===== config.mk =====
export PLATFORM = sky130hd
export DESIGN_NAME = stage_nhead
export DESIGN_NICKNAME = d
export VERILOG_FILES = /design/src/rtl/stage_nhead.sv
export SDC_FILE = /design/constraint.sdc
export NUM_CORES = 1
export LEC_CHECK = 0
export CAP_MARGIN = 30
export CORE_UTILIZATION = 60
export CTS_CLUSTER_SIZE = 12
export DETAILED_ROUTE_END_ITERATION = 6
export PLACE_DENSITY = 0.83
export SLEW_MARGIN = 10
export SYNTH_ARGS = -nofsm -noshare
export SYNTH_HDL_FRONTEND = slang
export SYNTH_SLANG_ARGS = --single-unit

===== constraint.sdc =====
create_clock -name clk -period 5 [get_ports clk]
set_input_delay 0.5 -clock clk [delete_from_list [all_inputs] [get_ports clk]]
set_output_delay 0.5 -clock clk [all_outputs]
set_load 0.05 [all_outputs]

===== src/rtl/stage_nhead.sv =====
// Multi-head accumulate/reduce stage: every accepted sample is scaled and biased into one
// accumulator per head, then the heads are summed one per cycle and saturated to WIDTH.

package stage_nhead_pkg;
    localparam int att_width = 16;
endpackage

module stage_nhead
    import stage_nhead_pkg::*;
#(
    parameter int WIDTH    = att_width,
    parameter int NUM_HEAD = 2,
    parameter int SEQ_LEN  = 4,
    parameter int W_BASE   = 1,
    parameter int W_STEP   = 1
) (
    input  logic                      clk,
    input  logic                      rstn,
    input  logic                      en,
    input  logic [WIDTH-1:0]          i_stage,
    input  logic [NUM_HEAD*WIDTH-1:0] bias,
    output logic                      i_ready,
    output logic [WIDTH-1:0]          o_stage,
    output logic                      end_s
);

    localparam int SEQ_CW = (SEQ_LEN > 1) ? $clog2(SEQ_LEN) : 1;
    localparam int IDX_W  = (NUM_HEAD > 1) ? $clog2(NUM_HEAD) : 1;
    localparam int ACC_W  = 2 * WIDTH + $clog2(SEQ_LEN) + 2;
    localparam int SUM_W  = ACC_W + $clog2(NUM_HEAD);

    localparam logic [SEQ_CW-1:0] LAST_CNT = SEQ_CW'(SEQ_LEN - 1);
    localparam logic [IDX_W-1:0]  LAST_IDX = IDX_W'(NUM_HEAD - 1);

    localparam logic signed [SUM_W-1:0] SAT_MAX = SUM_W'({1'b0, {(WIDTH-1){1'b1}}});
    localparam logic signed [SUM_W-1:0] SAT_MIN = ~SAT_MAX;

    typedef enum logic [1:0] {
        ACCUM  = 2'd0,
        REDUCE = 2'd1,
        DONE   = 2'd2
    } state_t;

    state_t                   state;
    logic [SEQ_CW-1:0]        cnt;
    logic [IDX_W-1:0]         idx;
    logic signed [ACC_W-1:0]  acc  [NUM_HEAD];
    logic signed [ACC_W-1:0]  term [NUM_HEAD];
    logic signed [SUM_W-1:0]  sum;
    logic signed [SUM_W-1:0]  sum_next;
    logic signed [ACC_W-1:0]  acc_sel;
    logic [WIDTH-1:0]         sat_val;

    // Handshake: a sample transfers on a rising edge where en=1 and i_ready=1; i_ready is
    // purely a function of state, so a producer may look at it before deciding to raise en.
    assign i_ready = (state == ACCUM);

    for (genvar h = 0; h < NUM_HEAD; h++) begin : g_head
        localparam logic signed [WIDTH-1:0] WEIGHT = WIDTH'(W_BASE + h * W_STEP);
        logic signed [WIDTH-1:0]   b_h;
        logic signed [WIDTH-1:0]   x_s;
        logic signed [2*WIDTH-1:0] prod;
        assign b_h     = bias[h*WIDTH +: WIDTH];
        assign x_s     = i_stage;
        assign prod    = x_s * WEIGHT;
        assign term[h] = ACC_W'(prod) + ACC_W'(b_h);
    end

    // Reduction walks the heads in order; the last head is folded straight into the
    // saturated result rather than stored back into sum.
    always_comb begin
        acc_sel  = acc[idx];
        sum_next = sum + SUM_W'(acc_sel);
        if (sum_next > SAT_MAX) begin
            sat_val = SAT_MAX[WIDTH-1:0];
        end else if (sum_next < SAT_MIN) begin
            sat_val = SAT_MIN[WIDTH-1:0];
        end else begin
            sat_val = sum_next[WIDTH-1:0];
        end
    end

    always_ff @(posedge clk or negedge rstn) begin
        if (!rstn) begin
            state   <= ACCUM;
            cnt     <= '0;
            idx     <= '0;
            sum     <= '0;
            o_stage <= '0;
            end_s   <= 1'b0;
            for (int h = 0; h < NUM_HEAD; h++) begin
                acc[h] <= '0;
            end
        end else begin
            end_s <= 1'b0;
            case (state)
                ACCUM: begin
                    if (en) begin
                        for (int h = 0; h < NUM_HEAD; h++) begin
                            acc[h] <= acc[h] + term[h];
                        end
                        if (cnt == LAST_CNT) begin
                            cnt   <= '0;
                            state <= REDUCE;
                        end else begin
                            cnt <= cnt + 1'b1;
                        end
                    end
                end
                REDUCE: begin
                    if (en) begin
                        if (idx == LAST_IDX) begin
                            o_stage <= sat_val;
                            end_s   <= 1'b1;
                            state   <= DONE;
                        end else begin
                            sum <= sum_next;
                            idx <= idx + 1'b1;
                        end
                    end
                end
                DONE: begin
                    for (int h = 0; h < NUM_HEAD; h++) begin
                        acc[h] <= '0;
                    end
                    sum   <= '0;
                    idx   <= '0;
                    state <= ACCUM;
                end
                default: begin
                    state <= ACCUM;
                end
            endcase
        end
    end

endmodule


; ---- Word-level counts from Yosys, hierarchy flattened
; Cells that the tools add are included.
[word_totals]
latchBits = 0
mem_bits_ro = 0
n_memories = 0
in_bits = 51
elab_cells = 58
register_bits = 131
ram_bits = 0
[op_classes]
div_mod_pow = 0
add_sub_neg = 7
n_reduce_logical = 9
eq_ne = 8
shift = 0
n_lt_le_gt_ge = 3
n_mux = 22
bitwise_logic = 1
n_mul = 0
[ops]
columns = cell, n
row1 = $pmux W72 S2, 1
row2 = $mux W36, 3
row3 = $mux W37, 2
row4 = $pmux W37 S2, 1
row5 = $mux W72, 1
row6 = $add A37 B36 Y37, 1
row7 = $gt A37 B16 Y1 const B, 1
row8 = $lt A37 B16 Y1 const B, 1
row9 = $add A36 B17 Y36, 1
row10 = $add A36 B18 Y36, 1
row11 = $mux W16, 2
row12 = $add A17 B16 Y18, 1
row13 = $add A16 B16 Y17, 1
row14 = $mux W2, 5
row15 = $ne A2 B2 Y1 const B, 4
row16 = $reduce_and A2 Y1, 3
row17 = $reduce_and A3 Y1, 2
row18 = $mux W1, 5
row19 = $eq A2 B2 Y1 const B, 2
row20 = $pmux W2 S2, 1
row21 = $reduce_and A4 Y1, 1
row22 = $reduce_bool A2 Y1, 2
row23 = $add A2 B1 Y2 const B, 1
row24 = $eq A2 B1 Y1 const B, 1
row25 = 6 further kinds, 6

; ---- Depth between registers and ports, before layout
; Gate-level depths: netlist (run 1).
[logic_depth]
word_depth = 8
ltp_mapped = 17

; ---- Worst setup path after synthesis (run 1)
; Ideal clock, no wire load.
[synth_path]
path_kind = register to register
startpoint = register idx
endpoint = register o_stage[0]
path_slack_ps = 620
arrival_ps = 4259
n_path_buf = 3
setup_time_ps = 121
synth_period_minus_slack_ps = 4380
stages_incl_launch_ff = 17
path_cell_list = dfrtp_1 > buf_1 > clkbuf_1 > mux2_2 > ha_1 > a21o_1 > a21oi_1 > o31ai_1 > and4bb_1 > or2_4 > nor4_2 > a2111oi_2 > xnor2_1 > or3_4 > o31ai_4 > buf_6 > a21oi_1
[synth_between]
elab_chain_len = 8
[synth_lines]
columns = element, line
row1 = "start, declared", 46  ; logic [IDX_W-1:0] idx;
row2 = "start signal, assigned", 118  ; idx <= idx + 1'b1;
row3 = $not A1 Y2 (implied by the code), 72  ; acc_sel = acc[idx];
row4 = $mux W36 (implied by the code) (3 in a row), 72
row5 = $add A37 B36 Y37, 73  ; sum_next = sum + SUM_W'(acc_sel);
row6 = $lt A37 B16 Y1, 76  ; end else if (sum_next < SAT_MIN) begin
row7 = $mux W16, 76
row8 = $mux W16, 74  ; if (sum_next > SAT_MAX) begin
row9 = "end signal, assigned", 113  ; o_stage <= sat_val;
row10 = "end, declared", 23  ; output logic [WIDTH-1:0] o_stage,
; Several ways; a longest one is shown, not always the timed one. The select of a mux whose other input is x is not followed.
; A chain may end at the register's enable or synchronous reset.

; ---- Worst setup path after layout (run 1)
[layout_path]
startpoint = register idx
endpoint = register o_stage[10]
; The elaborated chain is that of the path after synthesis.

==> reports/results.txt, run 1 <==
initial core utilization - 0.620
first-pass GRT wire length - 52.6 mm
hold-fix buffers at CTS - 0
WL final - 32.4 mm
Tmin final - 4610 ps
CTS tree - yes
Setup TNS - 0 ps
largest net degree at the start of global routing - 87
Avg Cell Area, Syn - 9.30 sq um
Avg WL per Cell - 19.6 microns
Worst Setup SP - idx
Seq cells post-synth - 131
Detailed Place HPWL - 24.1 mm
Die X - 145 microns
Final Cell Area - 13900 sq um
top cells by area, synth - dfrtp_1 27%, fa_1 12%, ha_1 11%
required time worst endpoint - 5310 ps
cell depth of the worst flop-to-flop path - 15
# Post-CTS Setup Buffers - 0
Final setup viols - 0
worst hold path class - input pin to async pin
drc violations - 0
drt pass-1 iters - 6
Worst Skew - 11.1 ps
Hold Vio Cnt, Final - 0
# rows - 51
post-CTS sizing - 0
IO Pins - 69
htree depth - 4
total congestion overflow - 0
ANT nets after route - 0
WS Path Type - flop to flop
CP endpoint - o_stage[10]
clock root cell - clkbuf_16
Die Footprint - 20900 sq um
main flop type after synthesis - dfrtp_1
Die Ht - 145 microns
CP peak stage delay - 510 ps
register area share after synthesis - 0.268
n_diodes - 0
Max Slew Vio Count - 0
Worst EP arrival - 4920 ps
clk buf depth - 2
Worst Setup Start Kind - flop
number of flops mapped to enable cells by yosys - 0
Yosys Warn Count - 0
Fmax - 217 MHz
CP max-delay cell - o311ai_1
post-synth top area share - 0.268
DP Area - 13200 sq um
DR vias - 10600
vias in the first global route - 10200
reg2reg end - o_stage[10]
antenna violations before repair - 0
Syn Inst Count - 1315
Non-Filler Instances - 1654
P&R area growth vs syn - 13.7%
number of max-cap violations - 0
fraction of registers with async set or reset after synthesis - 1.00
period utilization - 0.922
Max FO, Critical Path - 25
status - finished, final reports clean
RSZ-0062 raised after global routing - no
Final GP Congestion - 0.941
vias per cell - 6.39
placed cells - 1621
GRT Util Overall - 0.327
core area - 19700 sq um
nets - 1607
crit end category - flop
TritonCTS Sinks - 131
reg-to-reg startpoint - idx
crit path cell chain - buf_12 > mux2_2 > ha_1 > a21o_1 > a21oi_1 > nand3_1 > o21a_1 > o311ai_1 > nand2_1 > nor4_1 > nand4_1 > or3_4 > o31ai_4 > buf_4 > o21ai_0
Cell variety after synth - 86
Num CTS Buffers - 17
clock latency on the worst-skew pair - 440 ps
layout cells sized above 1 - 0.0922
Initial DRC Count - 777
Slew headroom - 0.429
I/O Buffers - 68
post-synthesis net count - 1546
r2r setup slk - 390 ps
measured slew at the worst slew-check pin - 857 ps
Synth Cell Area - 12200 sq um
clock transition at the registers of the reported paths - 60 ps
Filler Cells Inserted - 1453
Synth area leader - dfrtp_1
critical path, delay by kind of cell (launching register included):
| family | cells | cell delay, ps |
|---|---|---|
| AOI/OAI and AO/OA | 6 | 1620 |
| and+or+nand+nor | 5 | 1270 |
| adders and majority gates | 1 | 340 |
| buffers and inverters | 2 | 440 |
| muxes | 1 | 400 |
| DFF | 1 | 390 |
worst min-delay path by stage:
stage	start	slack, ps	cells past startpoint	endpoint
global route	rstn	200	1	acc[38]
finish	rstn	120	1	acc[40]
floorplan	rstn	200	0	acc[0]
global placement	cnt[1]	460	2	cnt[1]
CTS	rstn	180	1	acc[40]
detailed placement	cnt[1]	480	2	cnt[1]
per-stage QoR:
step                      setup WS, ps  hold WS [ps]   util
after floorplan                    620           204      -
after global placement             439           462  0.670
after detailed placement           317           483  0.671
after CTS                          445           180  0.704
after global routing               120           202  0.705
final                              391           124  0.705
metal layers:
metal  vias to the layer above  global-route usage  share of wire
li1                       4934                   -              -
met1                      5142               0.461           0.45
met2                       437               0.520           0.46
met3                        54              0.0540          0.074
met4                         0              0.0903          0.017
met5                         -                   0              0
flip-flops by register name, indices dropped and copies added, names as in the netlist:
name     cells
o_stage     16
state        2
sum         37
idx          1
acc         72
end_s        1
cnt          2
cell usage in the layout (no fill, tap or decap), types with 39 or more instances in the layout:
master	netlist	routed
nand2_1	152	152
dfrtp_1	131	131
o21ai_0	115	115
ha_1	108	108
a21oi_1	94	94
fa_1	72	72
nor2_1	69	69
clkdlybuf4s50_1	0	66
a21o_1	58	58
nand3_1	54	54
xnor2_1	47	47
xor2_1	39	39
cells by family (layout without fill, tap and decap cells):
family                   after synthesis  in the layout  synth area share
multiplexers                          38             38            0.0347
adder cells (fa/ha/maj)              180            180             0.228
flip-flops                           131            131             0.268
AO/OA/AOI/OAI                        404            404             0.220
AND/OR/NAND/NOR                      403            403             0.161
buffers and inverters                 72            146            0.0242
XOR/XNOR                              87             87            0.0635
final cells by class:
class                   instances  area, sq um  share of cell area
inverters                      27          101             0.00729
flip-flops and latches        131         3280               0.236
repair buffers                 87          877              0.0631
clock inverters                13          196              0.0141
clock buffers                  19          443              0.0319
well taps                     265          332              0.0239
multi-input cells            1112         8670               0.624
synth_stat cells, types with 9 or more instances:
master,instances
xnor2_1,47
nand2_1,152
inv_1,27
nor2_1,69
nor3_1,15
nand2b_1,22
o21a_1,10
xor2_1,39
a21o_1,58
nor2b_1,11
a22o_1,16
o21bai_1,13
dfrtp_1,131
and3_1,12
a31oi_1,12
mux2_2,35
ha_1,108
a21oi_1,94
nand4_1,11
o211ai_1,9
nand3_1,54
clkbuf_1,35
o21ai_0,115
fa_1,72
Power of run 1 is not shown: default switching activity piles up to over one toggle a cycle in this logic, so the estimate is an artifact.
==> inputs of run 2 (changes only) <==
--- a/config.mk
+++ b/config.mk
@@ -9,6 +9,7 @@
 export CORE_UTILIZATION = 60
 export CTS_CLUSTER_SIZE = 12
 export DETAILED_ROUTE_END_ITERATION = 6
+export HOLD_SLACK_MARGIN = 0.02
 export PLACE_DENSITY = 0.83
 export SLEW_MARGIN = 10
 export SYNTH_ARGS = -nofsm -noshare
==> results of run 2 <==
Final layout, timing and power as in run 1 (identical DEF).
Power of run 2 is left out for the same reason.
==> inputs of run 3 (changes only) <==
--- a/config.mk
+++ b/config.mk
@@ -5,7 +5,7 @@
 export SDC_FILE = /design/constraint.sdc
 export NUM_CORES = 1
 export LEC_CHECK = 0
-export CAP_MARGIN = 30
+export CAP_MARGIN = 25
 export CORE_UTILIZATION = 60
 export CTS_CLUSTER_SIZE = 12
 export DETAILED_ROUTE_END_ITERATION = 6
==> run 3 against run 2 <==
  * Die area unchanged
  * Critical path depth did not move
  * Count of clock-buffer cells in the layout down 1
  * Register-to-register slack improved by 90 ps
  * Routed wire length is 0.19% lower
  * Critical path type unchanged
  * Highest routed layer is now met5
==> reports/results.txt, run 3 (same netlist as run 1, synthesis figures left out) <==
reg-to-reg startpoint - idx
CTS tree - yes
CP max-delay cell - o311ai_1
Final setup viols - 0 (unchanged)
Largest regs - acc (72), sum (37), o_stage (16)
total congestion overflow - 0 (unchanged)
ANT nets after route - 0 (unchanged)
initial core utilization - 0.620 (unchanged)
cell depth of the worst flop-to-flop path - 15 (unchanged)
Non-Filler Instances - 1653 (-0.060%)
most frequent cells in the layout - 152 x nand2_1, 131 x dfrtp_1, 115 x o21ai_0
vias in the first global route - 10100 (-0.72%)
n_diodes - 0 (unchanged)
# Post-CTS Setup Buffers - 0 (unchanged)
Filler Cells Inserted - 1440 (-0.89%)
Hold Vio Cnt, Final - 0 (unchanged)
Tmin final - 4520 ps (-93.1 ps)
period utilization - 0.903 (-0.0186)
Die Footprint - 20900 sq um (unchanged)
Avg WL per Cell - 19.6 microns (-0.13%)
htree depth - 4 (unchanged)
Worst EP arrival - 4820 ps (-100 ps)
placed cells - 1620 (-0.062%)
drt pass-1 iters - 7 (+1)
worst hold path class - input pin to async pin
I/O Buffers - 68 (unchanged)
largest net degree at the start of global routing - 87 (unchanged)
post-CTS sizing - 0 (unchanged)
reg2reg end - o_stage[10]
Die Ht - 145 microns (unchanged)
CP top delay family - compound AO/OA/AOI/OAI gates
required time worst endpoint - 5310 ps (about the same)
Detailed Place HPWL - 24.0 mm (-0.56%)
# rows - 51 (unchanged)
number of max-cap violations - 0 (unchanged)
TritonCTS Sinks - 131 (unchanged)
layout cells sized above 1 - 0.0922 (about the same)
Num CTS Buffers - 17 (unchanged)
Worst Hold Slack - 131 ps (+7.32 ps)
Die X - 145 microns (unchanged)
WS Path Type - flop to flop
r2r setup slk - 480 ps (+90 ps)
Max FO, Critical Path - 25 (unchanged)
clock transition at the registers of the reported paths - 60 ps (about the same)
Final Cell Area - 13900 sq um (-0.25%)
Worst path depth - 15 (unchanged)
Initial DRC Count - 994 (+28%)
Slew headroom - 0.328 (-0.101)
first-pass GRT wire length - 51.8 mm (-1.5%)
WL final - 32.3 mm (-0.19%)
P&R area growth vs syn - 13.4%
IO Pins - 69 (unchanged)
DR vias - 10500 (-0.25%)
Max Slew Vio Count - 0 (unchanged)
nets - 1606 (-0.062%)
Worst Skew - 10.6 ps (-0.445 ps)
Fmax - 221 MHz (+2.1%)
hold-fix buffers at CTS - 0 (unchanged)
Worst Setup Start Kind - flop
register with the most flip-flops - acc
status - finished, final reports clean
antenna violations before repair - 1 (+1)
worst path bufs/invs - 2 (unchanged)
crit path cell chain - buf_12 > mux2_2 > ha_1 > a21o_1 > a21oi_1 > nand3_1 > o21a_1 > o311ai_1 > nand2_1 > nor4_1 > nand4_1 > or3_4 > o31ai_4 > buf_4 > o21ai_0
clock latency on the worst-skew pair - 430 ps (about the same)
core area - 19700 sq um (unchanged)
RSZ-0062 raised after global routing - no
Setup TNS - 0 ps (unchanged)
Final GP Congestion - 0.941 (unchanged)
drc violations - 0 (unchanged)
DP Area - 13200 sq um (-0.21%)
GRT Util Overall - 0.323 (-0.00411)
vias per cell - 6.38 (-0.19%)
max FFs per register - 72 (unchanged)
CP peak stage delay - 480 ps (-30 ps)
most common cell after layout, fill and taps aside - nand2_1
Worst Setup SP - idx
clk buf depth - 2 (unchanged)
clock root cell - clkbuf_16
measured slew at the worst slew-check pin - 1010 ps (+149 ps)
crit end category - flop
CP endpoint - o_stage[10]
## run 3: cell count changes in the layout (fill, tap and decap cells not counted)
cell / before / now
buf_16: 1 / 0
bufinv_16: 4 / 3
clkbuf_1: 1 / 0
clkinv_4: 1 / 3
clkinvlp_4: 2 / 1
inv_6: 6 / 4
inv_8: 0 / 3
## run 3: layout make-up
cell class	count	area [sq um]	area share
Multi-Input combinational cell	1112	8670	0.625
Sequential cell	131	3280	0.237
Timing Repair Buffer	86	850	0.0613
Clock buffer	18	439	0.0317
Tap cell	265	332	0.0239
Clock inverter	14	193	0.0139
Inverter	27	101	0.00731
## run 3: worst min-delay path by stage
stage / to / cells past startpoint / startpoint / slack (ps)
2_1_floorplan: acc[0] / 0 / rstn / 200
3_3_place_gp: cnt[1] / 2 / cnt[1] / 460
3_5_place_dp: cnt[1] / 2 / cnt[1] / 490
4_1_cts: acc[40] / 1 / rstn / 180
5_1_grt: acc[38] / 1 / rstn / 220
6_report: acc[40] / 1 / rstn / 130
## run 3: worst register-to-register path, delay by kind of cell (launching register included)
| family | cells | cell delay, ps |
|---|---|---|
| buffers and inverters | 2 | 450 |
| AO/OA/AOI/OAI | 6 | 1560 |
| AND/OR/NAND/NOR | 5 | 1250 |
| multiplexers | 1 | 400 |
| adder cells (fa/ha/maj) | 1 | 340 |
| flip-flops | 1 | 390 |
## run 3: metal layers
| layer | up-vias | GRT usage | routed length, microns |
|---|---|---|---|
| li1 | 4915 | - | - |
| met1 | 5151 | 0.448 | 14300 |
| met2 | 414 | 0.506 | 15000 |
| met3 | 59 | 0.0681 | 2450 |
| met4 | 2 | 0.0970 | 613 |
| met5 | - | 0 | 12 |
## run 3: stage by stage
step,util,setup slack (ps)
6_report,0.703,484
5_1_grt,0.703,203
4_1_cts,0.702,512
3_5_place_dp,0.670,306
3_3_place_gp,0.670,439
2_1_floorplan,-,620
Power of run 3 is left out for the same reason.
